$ cat src/rtl/vga_sync_monitor.sv
// VGA sync monitor: locks onto sync timing, tracks the visible window and counts frames.
// Define VGA_MON_CHECKSUM_EN to add the per-frame RGB checksum accumulator.
module vga_sync_monitor #(
    parameter int unsigned H_VIS  = 640,
    parameter int unsigned H_FP   = 16,
    parameter int unsigned H_SYNC = 96,
    parameter int unsigned H_BP   = 48,
    parameter int unsigned V_VIS  = 480,
    parameter int unsigned V_FP   = 10,
    parameter int unsigned V_SYNC = 2,
    parameter int unsigned V_BP   = 33
) (
    input  logic        clk,
    input  logic        reset,
    input  logic        pix_en,
    input  logic        hSync,
    input  logic        vSync,
    input  logic [3:0]  VGA_R,
    input  logic [3:0]  VGA_G,
    input  logic [3:0]  VGA_B,
    output logic        locked,
    output logic        h_err,
    output logic        v_err,
    output logic        active,
    output logic [9:0]  x,
    output logic [9:0]  y,
    output logic        frame_done,
    output logic [23:0] frame_sum,
    output logic [7:0]  frame_cnt
);

    localparam int unsigned HTot = H_VIS + H_FP + H_SYNC + H_BP;
    localparam int unsigned VTot = V_VIS + V_FP + V_SYNC + V_BP;
    localparam logic [9:0] HLast = 10'(HTot - 1);
    localparam logic [9:0] HRise = 10'(H_SYNC - 1);
    localparam logic [9:0] HAct0 = 10'(H_SYNC + H_BP);
    localparam logic [9:0] HAct1 = 10'(H_SYNC + H_BP + H_VIS - 1);
    localparam logic [9:0] VLast = 10'(VTot - 1);
    localparam logic [9:0] VRise = 10'(V_SYNC);
    localparam logic [9:0] VAct0 = 10'(V_SYNC + V_BP);
    localparam logic [9:0] VAct1 = 10'(V_SYNC + V_BP + V_VIS - 1);

    typedef enum logic [1:0] {StSearch, StHlock, StTrack} state_t;

    state_t      state_q;
    logic        hs_q, vs_q;
    logic [9:0]  h_cnt_q, v_cnt_q;
    logic [1:0]  good_q;
    logic        line_ok_q;

    logic        h_fall, h_rise, v_fall, v_rise;
    logic [9:0]  h_cnt_n, v_cnt_n;
    logic        line_err, frame_err, line_good;
    logic        done_n, track_n, act_n;

    always_comb begin
        h_fall    = hs_q & ~hSync;
        h_rise    = ~hs_q & hSync;
        v_fall    = vs_q & ~vSync;
        v_rise    = ~vs_q & vSync;
        h_cnt_n   = h_fall ? 10'd0 : h_cnt_q + 10'd1;
        v_cnt_n   = v_fall ? 10'd0 : (h_fall ? v_cnt_q + 10'd1 : v_cnt_q);
        line_err  = (h_fall && h_cnt_q != HLast) || (h_rise && h_cnt_q != HRise);
        // The rise is judged by the line it lands in, so it may coincide with an hSync fall.
        frame_err = (v_fall && v_cnt_q != VLast) || (v_rise && v_cnt_n != VRise);
        line_good = h_fall && !line_err && line_ok_q;
        done_n    = (state_q == StTrack) && v_fall && !line_err && !frame_err;
        track_n   = !line_err && (((state_q == StTrack) && !frame_err) ||
                                  ((state_q == StHlock) && v_fall));
        act_n     = track_n && (h_cnt_n >= HAct0) && (h_cnt_n <= HAct1) &&
                    (v_cnt_n >= VAct0) && (v_cnt_n <= VAct1);
    end

    always_ff @(posedge clk or negedge reset) begin
        if (!reset) begin
            state_q    <= StSearch;
            hs_q       <= 1'b1;
            vs_q       <= 1'b1;
            h_cnt_q    <= '0;
            v_cnt_q    <= '0;
            good_q     <= '0;
            line_ok_q  <= 1'b0;
            locked     <= 1'b0;
            h_err      <= 1'b0;
            v_err      <= 1'b0;
            active     <= 1'b0;
            x          <= '0;
            y          <= '0;
            frame_done <= 1'b0;
            frame_cnt  <= '0;
        end else begin
            frame_done <= 1'b0;
            if (pix_en) begin
                hs_q       <= hSync;
                vs_q       <= vSync;
                h_cnt_q    <= h_cnt_n;
                v_cnt_q    <= v_cnt_n;
                active     <= act_n;
                frame_done <= done_n;
                locked     <= track_n && (locked || done_n);
                if (h_fall) begin
                    line_ok_q <= 1'b1;
                end else if (line_err) begin
                    line_ok_q <= 1'b0;
                end
                if (act_n) begin
                    x <= h_cnt_n - HAct0;
                    y <= v_cnt_n - VAct0;
                end
                if (done_n) begin
                    frame_cnt <= frame_cnt + 8'd1;
                end
                unique case (state_q)
                    StSearch: begin
                        // good_q wraps to 0 on the fourth good line, ready for the next search.
                        if (line_good) begin
                            good_q <= good_q + 2'd1;
                            if (good_q == 2'd3) state_q <= StHlock;
                        end else if (line_err || h_fall) begin
                            good_q <= '0;
                        end
                    end
                    StHlock: begin
                        if (line_err) begin
                            state_q <= StSearch;
                            h_err   <= 1'b1;
                        end else if (v_fall) begin
                            state_q <= StTrack;
                        end
                    end
                    StTrack: begin
                        if (line_err) h_err <= 1'b1;
                        if (frame_err) v_err <= 1'b1;
                        if (line_err || frame_err) state_q <= StSearch;
                    end
                    default: state_q <= StSearch;
                endcase
            end
        end
    end

`ifdef VGA_MON_CHECKSUM_EN
    logic [23:0] acc_q, sum_q;

    always_ff @(posedge clk or negedge reset) begin
        if (!reset) begin
            acc_q <= '0;
            sum_q <= '0;
        end else if (pix_en) begin
            if (done_n) sum_q <= acc_q;
            if (!track_n || done_n) begin
                acc_q <= '0;
            end else if (act_n) begin
                acc_q <= acc_q + {12'd0, VGA_R, VGA_G, VGA_B};
            end
        end
    end

    assign frame_sum = sum_q;
`else
    logic unused_rgb;
    assign unused_rgb = ^{VGA_R, VGA_G, VGA_B};
    assign frame_sum  = '0;
`endif

endmodule

$ cat config.mk
export PLATFORM = sky130hd
export DESIGN_NAME = vga_sync_monitor
export DESIGN_NICKNAME = d
export VERILOG_FILES = /design/src/rtl/vga_sync_monitor.sv
export SDC_FILE = /design/constraint.sdc
export NUM_CORES = 1
export LEC_CHECK = 0
export BUFFER_PORTS_ARGS = -buffer_cell sky130_fd_sc_hd__buf_4
export CAP_MARGIN = 25
export CORE_ASPECT_RATIO = 1.5
export CORE_UTILIZATION = 56
export CTS_CLUSTER_DIAMETER = 100
export DETAILED_ROUTE_END_ITERATION = 7
export GPL_TIMING_DRIVEN = 0
export PLACE_DENSITY_LB_ADDON = 0.25
export REMOVE_ABC_BUFFERS = 1
export SKIP_CTS_REPAIR_TIMING = 1
export SLEW_MARGIN = 25
export SYNTH_ARGS = -nofsm -noshare
export SYNTH_HDL_FRONTEND = slang
export SYNTH_SLANG_ARGS = --single-unit
$ cat constraint.sdc
create_clock -name clk -period 3.8 [get_ports clk]
set_clock_uncertainty 0.2 [all_clocks]
set_input_delay 0.38 -clock clk [delete_from_list [all_inputs] [get_ports clk]]
set_output_delay 0.38 -clock clk [all_outputs]
set_load 0.01 [all_outputs]
# Word level (Yosys, flattened, before mapping)
# Cells that the tools add are included.
dict set report classes {
  order_cmp 4
  mul 0
  muxes 14
  addsub 6
  div_mod_pow 0
  n_bitwise 8
  n_reduce_logical 36
  n_eq_ne 11
  shifts 0
}
# cell n
set ops {}
lappend ops {{10-bit two-way mux} 3}
lappend ops {{10-bit by 1-bit adder with 10-bit output (second input constant)} 2}
lappend ops {{10-bit less-or-equal comparator (second input constant)} 2}
lappend ops {{10-bit != test (second input constant)} 2}
lappend ops {{1-bit logical AND} 17}
lappend ops {{2-bit two-way mux} 7}
lappend ops {{10-bit by 6-bit greater-or-equal comparator with 1-bit output (second input constant)} 1}
lappend ops {{10-bit by 8-bit greater-or-equal comparator with 1-bit output (second input constant)} 1}
lappend ops {{10-bit by 2-bit != test with 1-bit output (second input constant)} 1}
lappend ops {{10-bit by 7-bit != test with 1-bit output (second input constant)} 1}
lappend ops {{10-bit by 6-bit subtractor with 10-bit output (second input constant)} 1}
lappend ops {{10-bit by 8-bit subtractor with 10-bit output (second input constant)} 1}
lappend ops {{3-bit AND reduction} 3}
lappend ops {{8-bit by 1-bit adder with 8-bit output (second input constant)} 1}
lappend ops {{1-bit logical OR} 6}
lappend ops {{2-bit one-hot mux with 3 select lines} 1}
lappend ops {{2-bit AND reduction} 3}
lappend ops {{5-bit AND reduction} 1}
lappend ops {{1-bit bitwise AND} 4}
lappend ops {{2-bit == test (second input constant)} 2}
lappend ops {{2-bit != test (second input constant)} 2}
lappend ops {{1-bit NOT} 4}
lappend ops {{2-bit nonzero test} 2}
lappend ops {{1-bit two-way mux} 3}
lappend ops {{other kinds (7)} 8}
dict set report word_totals {
  mem_count 0
  mem_bits_ro 0
  word_cells 94
  register_bits 60
  latchBits 0
  mem_bits_rw 0
  output_inout_bits 57
  in_bits 17
}

# Longest topological paths before layout
dict set report logic_depth {
  ltp_word 16
  depth_mapped 15
  ltp_nobuf 13
}

# Worst setup path before layout
# No wires, ideal clock.
dict set report synth_path {
  path_type {register -> register}
  startpoint {register hs_q}
  endpoint {register x[0]}
  setup_time_ns 0.125
  path_buffers 2
  t_arrival_ns 2.813
  period_less_slack_ns 3.138
  required_time_ns 3.475
  stages_incl_launch_ff 12
  setup_slack_ns 0.662
  path_cell_list {dfstp_2 nor2b_1 clkbuf_1 a21oi_1 inv_1 ha_1 or4b_1 a311o_1 a211oi_2 o211ai_2 buf_6 mux2_4}
}
dict set report synth_via {
  elab_chain_len 15
  word_cells_on_any_way 27
  cone_classes {add/sub: 1; order compare: 4; eq/ne: 1; mux: 3; bitwise: 3; reduce/logical: 15}
}
# element line
set synth_rtl {}
lappend synth_rtl {{start, declared} 46} ;# logic hs_q, vs_q;
lappend synth_rtl {{start signal, assigned} 94} ;# hs_q <= hSync;
lappend synth_rtl {{1-bit bitwise AND} 57} ;# h_fall = hs_q & ~hSync;
lappend synth_rtl {{10-bit two-way mux (2 in series)} 62} ;# v_cnt_n = v_fall ? 10'd0 : (h_fall ? v_cnt_q + 10'd1 : v_cnt_q);
lappend synth_rtl {{10-bit by 2-bit != test with 1-bit output} 65} ;# frame_err = (v_fall && v_cnt_q != VLast) || (v_rise && v_cnt_n != VRise);
lappend synth_rtl {{1-bit logical AND} 65}
lappend synth_rtl {{1-bit logical OR} 65}
lappend synth_rtl {{1-bit logical NOT} 68} ;# track_n = !line_err && (((state_q == StTrack) && !frame_err) ||
lappend synth_rtl {{1-bit logical AND} 68}
lappend synth_rtl {{1-bit logical OR} 68}
lappend synth_rtl {{1-bit logical AND} 68}
lappend synth_rtl {{1-bit logical AND (3 in series)} 70} ;# act_n = track_n && (h_cnt_n >= HAct0) && (h_cnt_n <= HAct1) &&
lappend synth_rtl {{1-bit logical AND} 71} ;# (v_cnt_n >= VAct0) && (v_cnt_n <= VAct1);
lappend synth_rtl {{2-bit AND reduction (no source line)} --}
lappend synth_rtl {{end signal, assigned} 107} ;# x <= h_cnt_n - HAct0;
lappend synth_rtl {{end, declared} 25} ;# output logic [9:0] x,
# Several ways; a longest one is shown, not always the timed one.
# A chain may end at the register's enable or synchronous reset.

# Final worst setup path
dict set report layout_path {
  startpoint {register h_cnt_q[1]}
  endpoint {register x[4]}
}
dict set report layout_via {
  word_cells_on_any_way 17
  cone_classes {add/sub: 2; order compare: 2; eq/ne: 2; mux: 1; reduce/logical: 10}
}
# element line
set layout_lines {}
lappend layout_lines {{start, declared} 47} ;# logic [9:0] h_cnt_q, v_cnt_q;
lappend layout_lines {{start signal, assigned} 96} ;# h_cnt_q <= h_cnt_n;
lappend layout_lines {{10-bit by 1-bit adder with 10-bit output (*)} 61} ;# h_cnt_n = h_fall ? 10'd0 : h_cnt_q + 10'd1;
lappend layout_lines {{10-bit two-way mux (*)} 61}
lappend layout_lines {{net h_cnt_n[4]} 52} ;# logic [9:0] h_cnt_n, v_cnt_n;
lappend layout_lines {{10-bit by 8-bit greater-or-equal comparator with 1-bit output} 70}
lappend layout_lines {{1-bit logical AND (3 in series)} 70}
lappend layout_lines {{1-bit logical AND} 71}
lappend layout_lines {{2-bit AND reduction (no source line)} --}
# Mark *: on every way through the listed nets, which the timed path passes. The rest lies on a longest branch.

==> flow_summary_export.csv <==
group,metric,value,unit
route,antenna_left,0,
clocking,clk_pin_slew,0.06,ns
cells_and_area,final_util,65.4,%
worst_setup_path,ff2ff_setup_slack,0.17,ns
logic_synthesis,netlist.area_leader.share,38.1,%
sta,min_period,3.63,ns
place,dp_hpwl,5.04,mm
clocking,tritoncts.num_buffers,9,
sta,period_share,95.6,%
power,p_comb_share,15.1,%
worst_setup_path,required,3.82,ns
sta,tns,0,ns
logic_synthesis,ys_seq_area_share,39.5,%
clocking,cts_sinks,60,
grt,overflow,0,
place,post-place-ws,-0.165,ns
worst_setup_path,endpoint_kind,"register",
logic_synthesis,yosys.cell_types.count,63,
route,drt-total-wl,7.32,mm
grt,grt_max_degree,61,
sta,worst_pin_slew,0.811,ns
grt,gr-usage-all-layers,21.6,%
logic_synthesis,syn_area_per_cell,10.1,um2
cells_and_area,antenna_cells,0,
route,remaining_drc_errors,0,
place,place_area,0.00402,mm2
grt,grt_pass1_wl,12.0,mm
floorplanning,die-area,0.00714,mm2
power,p_int,1140,uW
logic_synthesis,synth_seq_cells,60,
logic_synthesis,synthTopCellsByArea,"dfrtp_1 38%, mux2_4 6.3%, buf_4 4.9%",
grt,first_global_vias,2584,
floorplanning,ios,74,
place,port_buffers,37,
logic_synthesis,synth_ff_type,"dfrtp_1",
route,num_vias,2735,
run_status,status,"finished clean",
logic_synthesis,synth_edf_count,0,
logic_synthesis,synth.most_common_cell,"dfrtp_1",
power,clkPwrFrac,39.5,%
cells_and_area,nets,441,
route,wl_per_cell,14.9,um
power,p_sw,451,uW
floorplanning,start_util,58.3,%
worst_hold_path,hold_depth,2,
sta,timing.final.ws_setup,0.167,ns
floorplanning,die_h,103,um
route,dr.pass1.iters,4,
logic_synthesis,async_flop_share,100,%
floorplanning,placeableCoreArea,0.00653,mm2
sta,hold_slack,0.122,ns
route,drtIter0Drc,100,
floorplanning,dieWidth,69.3,um
grt,antenna_found_initial,0,
clocking,clk_latency,0.34,ns
logic_synthesis,netlist_top_cells_count,"58 x dfrtp_1, 26 x nand2_1, 25 x buf_4",
worst_hold_path,min_from,"vSync",
worst_hold_path,hold_end,"vs_q",
route,viasPerCell,5.56,
worst_setup_path,r2r-start,"h_cnt_q[1]",
sta,rsz0062_at_grt,"no",
clocking,cts_tree,"yes",
logic_synthesis,syn_inst,378,
cells_and_area,area_growth,12.2,%
power,sequentialPowerShare,45.4,%
power,leakage,0.00209,uW
clocking,cts_buffer_depth,2,
sta,drv_slew,0,
sta,timing.final.hold_violations,0,
worst_setup_path,crit_fanout,9,
power,pwr_density_cell,371,mW/mm2
worst_setup_path,worstSetupPathType,"reg2reg",
sta,finalSetupViolations,0,
worst_setup_path,rr_worst_depth,11,
power,swShare,28.4,%
clocking,htree_levels,3,
place,gp_congestion,0.869,
worst_setup_path,startpoint_type,"register",
worst_setup_path,reg2reg_to,"x[4]",
logic_synthesis,synthesis.area,0.00381,mm2
logic_synthesis,ys.warnings.count,0,
sta,slew_headroom,45.7,%
cells_and_area,stdcell_area,0.00427,mm2
power,irDropWorstVdd,0.000221,V
cells_and_area,drive_gt1_share,24.8,%
worst_setup_path,worstPathArrival,3.66,ns
run,cap_violations,0,
logic_synthesis,yosys.area.top_type,"dfrtp_1",
clocking,clock-root-buffer,"clkbuf_8",
floorplanning,rows,36,
sta,max_freq,275,MHz
worst_hold_path,hp-class,"in2reg",
final cells by class:
type / count / area (um2)
clock inverters: 3 / 42.5
repair buffers: 41 / 330
inverters: 19 / 71.3
clock buffers: 13 / 179
well taps: 76 / 95.1
fillers: 535 / 2260
multi-input cells: 280 / 2050
flip-flops and latches: 60 / 1500
per-layer routing:
layer	global-route usage, %	share of wire, %	vias to the layer above
met3	5.38	4.0	19
met4	9.58	2.5	0
met5	0	0	-
met1	23.5	41	1318
met2	40.0	53	67
li1	-	-	1331
critical path: stages, from the launching register on:
cell and delay, ns:
dfrtp_1 0.43, ha_1 0.34, nand3_4 0.17, xnor2_1 0.16, nor2_1 0.22, ha_1 0.19
or4b_1 0.48, a311o_1 0.36, a211oi_2 0.29, o211ai_4 0.16, buf_4 0.21, mux2_4 0.30
flip-flops by register name, indices dropped and copies added, names as in the netlist, 2 cells and up:
signal and flops:
frame_cnt 8, good_q 2, h_cnt_q 10, state_q 2, v_cnt_q 10, x 10
y 10
power groups by stage:
stage          logic, uW  registers (uW)  clock network (uW)
2_1_floorplan        172             720                   0
3_3_place_gp         229             729                   0
3_5_place_dp         236             731                   0
4_1_cts              239             720                 645
5_1_grt              270             728                 674
6_report             240             720                 627
worst max-delay path by stage:
stage	start	to	slack, ns	cells past startpoint
2_1_floorplan	hs_q	y[5]	-0.18	9
3_5_place_dp	hs_q	y[5]	-0.16	9
3_3_place_gp	hs_q	y[5]	-1.12	8
4_1_cts	hs_q	y[5]	-0.17	9
6_report	h_cnt_q[1]	x[4]	0.17	11
5_1_grt	h_cnt_q[0]	x[6]	0.02	11
cell usage in the layout, fill, tap and decap left out, types with 2 or more instances in the layout:
cell      netlist  routed
ha_1           13      13
a311o_1         2       2
nand2b_1        6       6
or3_1           8       8
dfstp_2         2       2
nor2_1         22      22
nor4_1          3       3
nand2_1        26      26
o211ai_1        3       3
and3_1          2       2
dfrtp_1        58      58
o21ai_0        22      22
conb_1          1      24
mux2_4         16      16
mux2i_1         6       6
buf_4          25      39
nand4_1         7       7
nor3_1          8       8
mux2_2         15      15
xor2_1         11      11
xnor2_1        19      19
inv_1          19      19
and2_1          7       7
o31ai_1         3       3
clkbuf_8        0      13
a21boi_0        2       2
a21oi_1         8       8
a21oi_2         2       2
a211oi_1        2       2
nand3_1        11      11
through the flow:
step | instances | power (uW)
after floorplan | 359 | 892
after global placement | 472 | 957
after detailed placement | 473 | 967
after CTS | 489 | 1600
after global routing | 492 | 1670
final | 492 | 1590
logic make-up after synthesis:
| kind of cell | synth area share, % |
|---|---|
| DFF | 39.5 |
| AOI/OAI and AO/OA | 11.0 |
| buffers and inverters | 9.40 |
| adders and majority gates | 4.27 |
| and+or+nand+nor | 16.5 |
| muxes | 12.3 |
| xor gates and xnor gates | 6.90 |
| other | 0.0985 |
No activity file was read; power rests on OpenSTA's default activity.
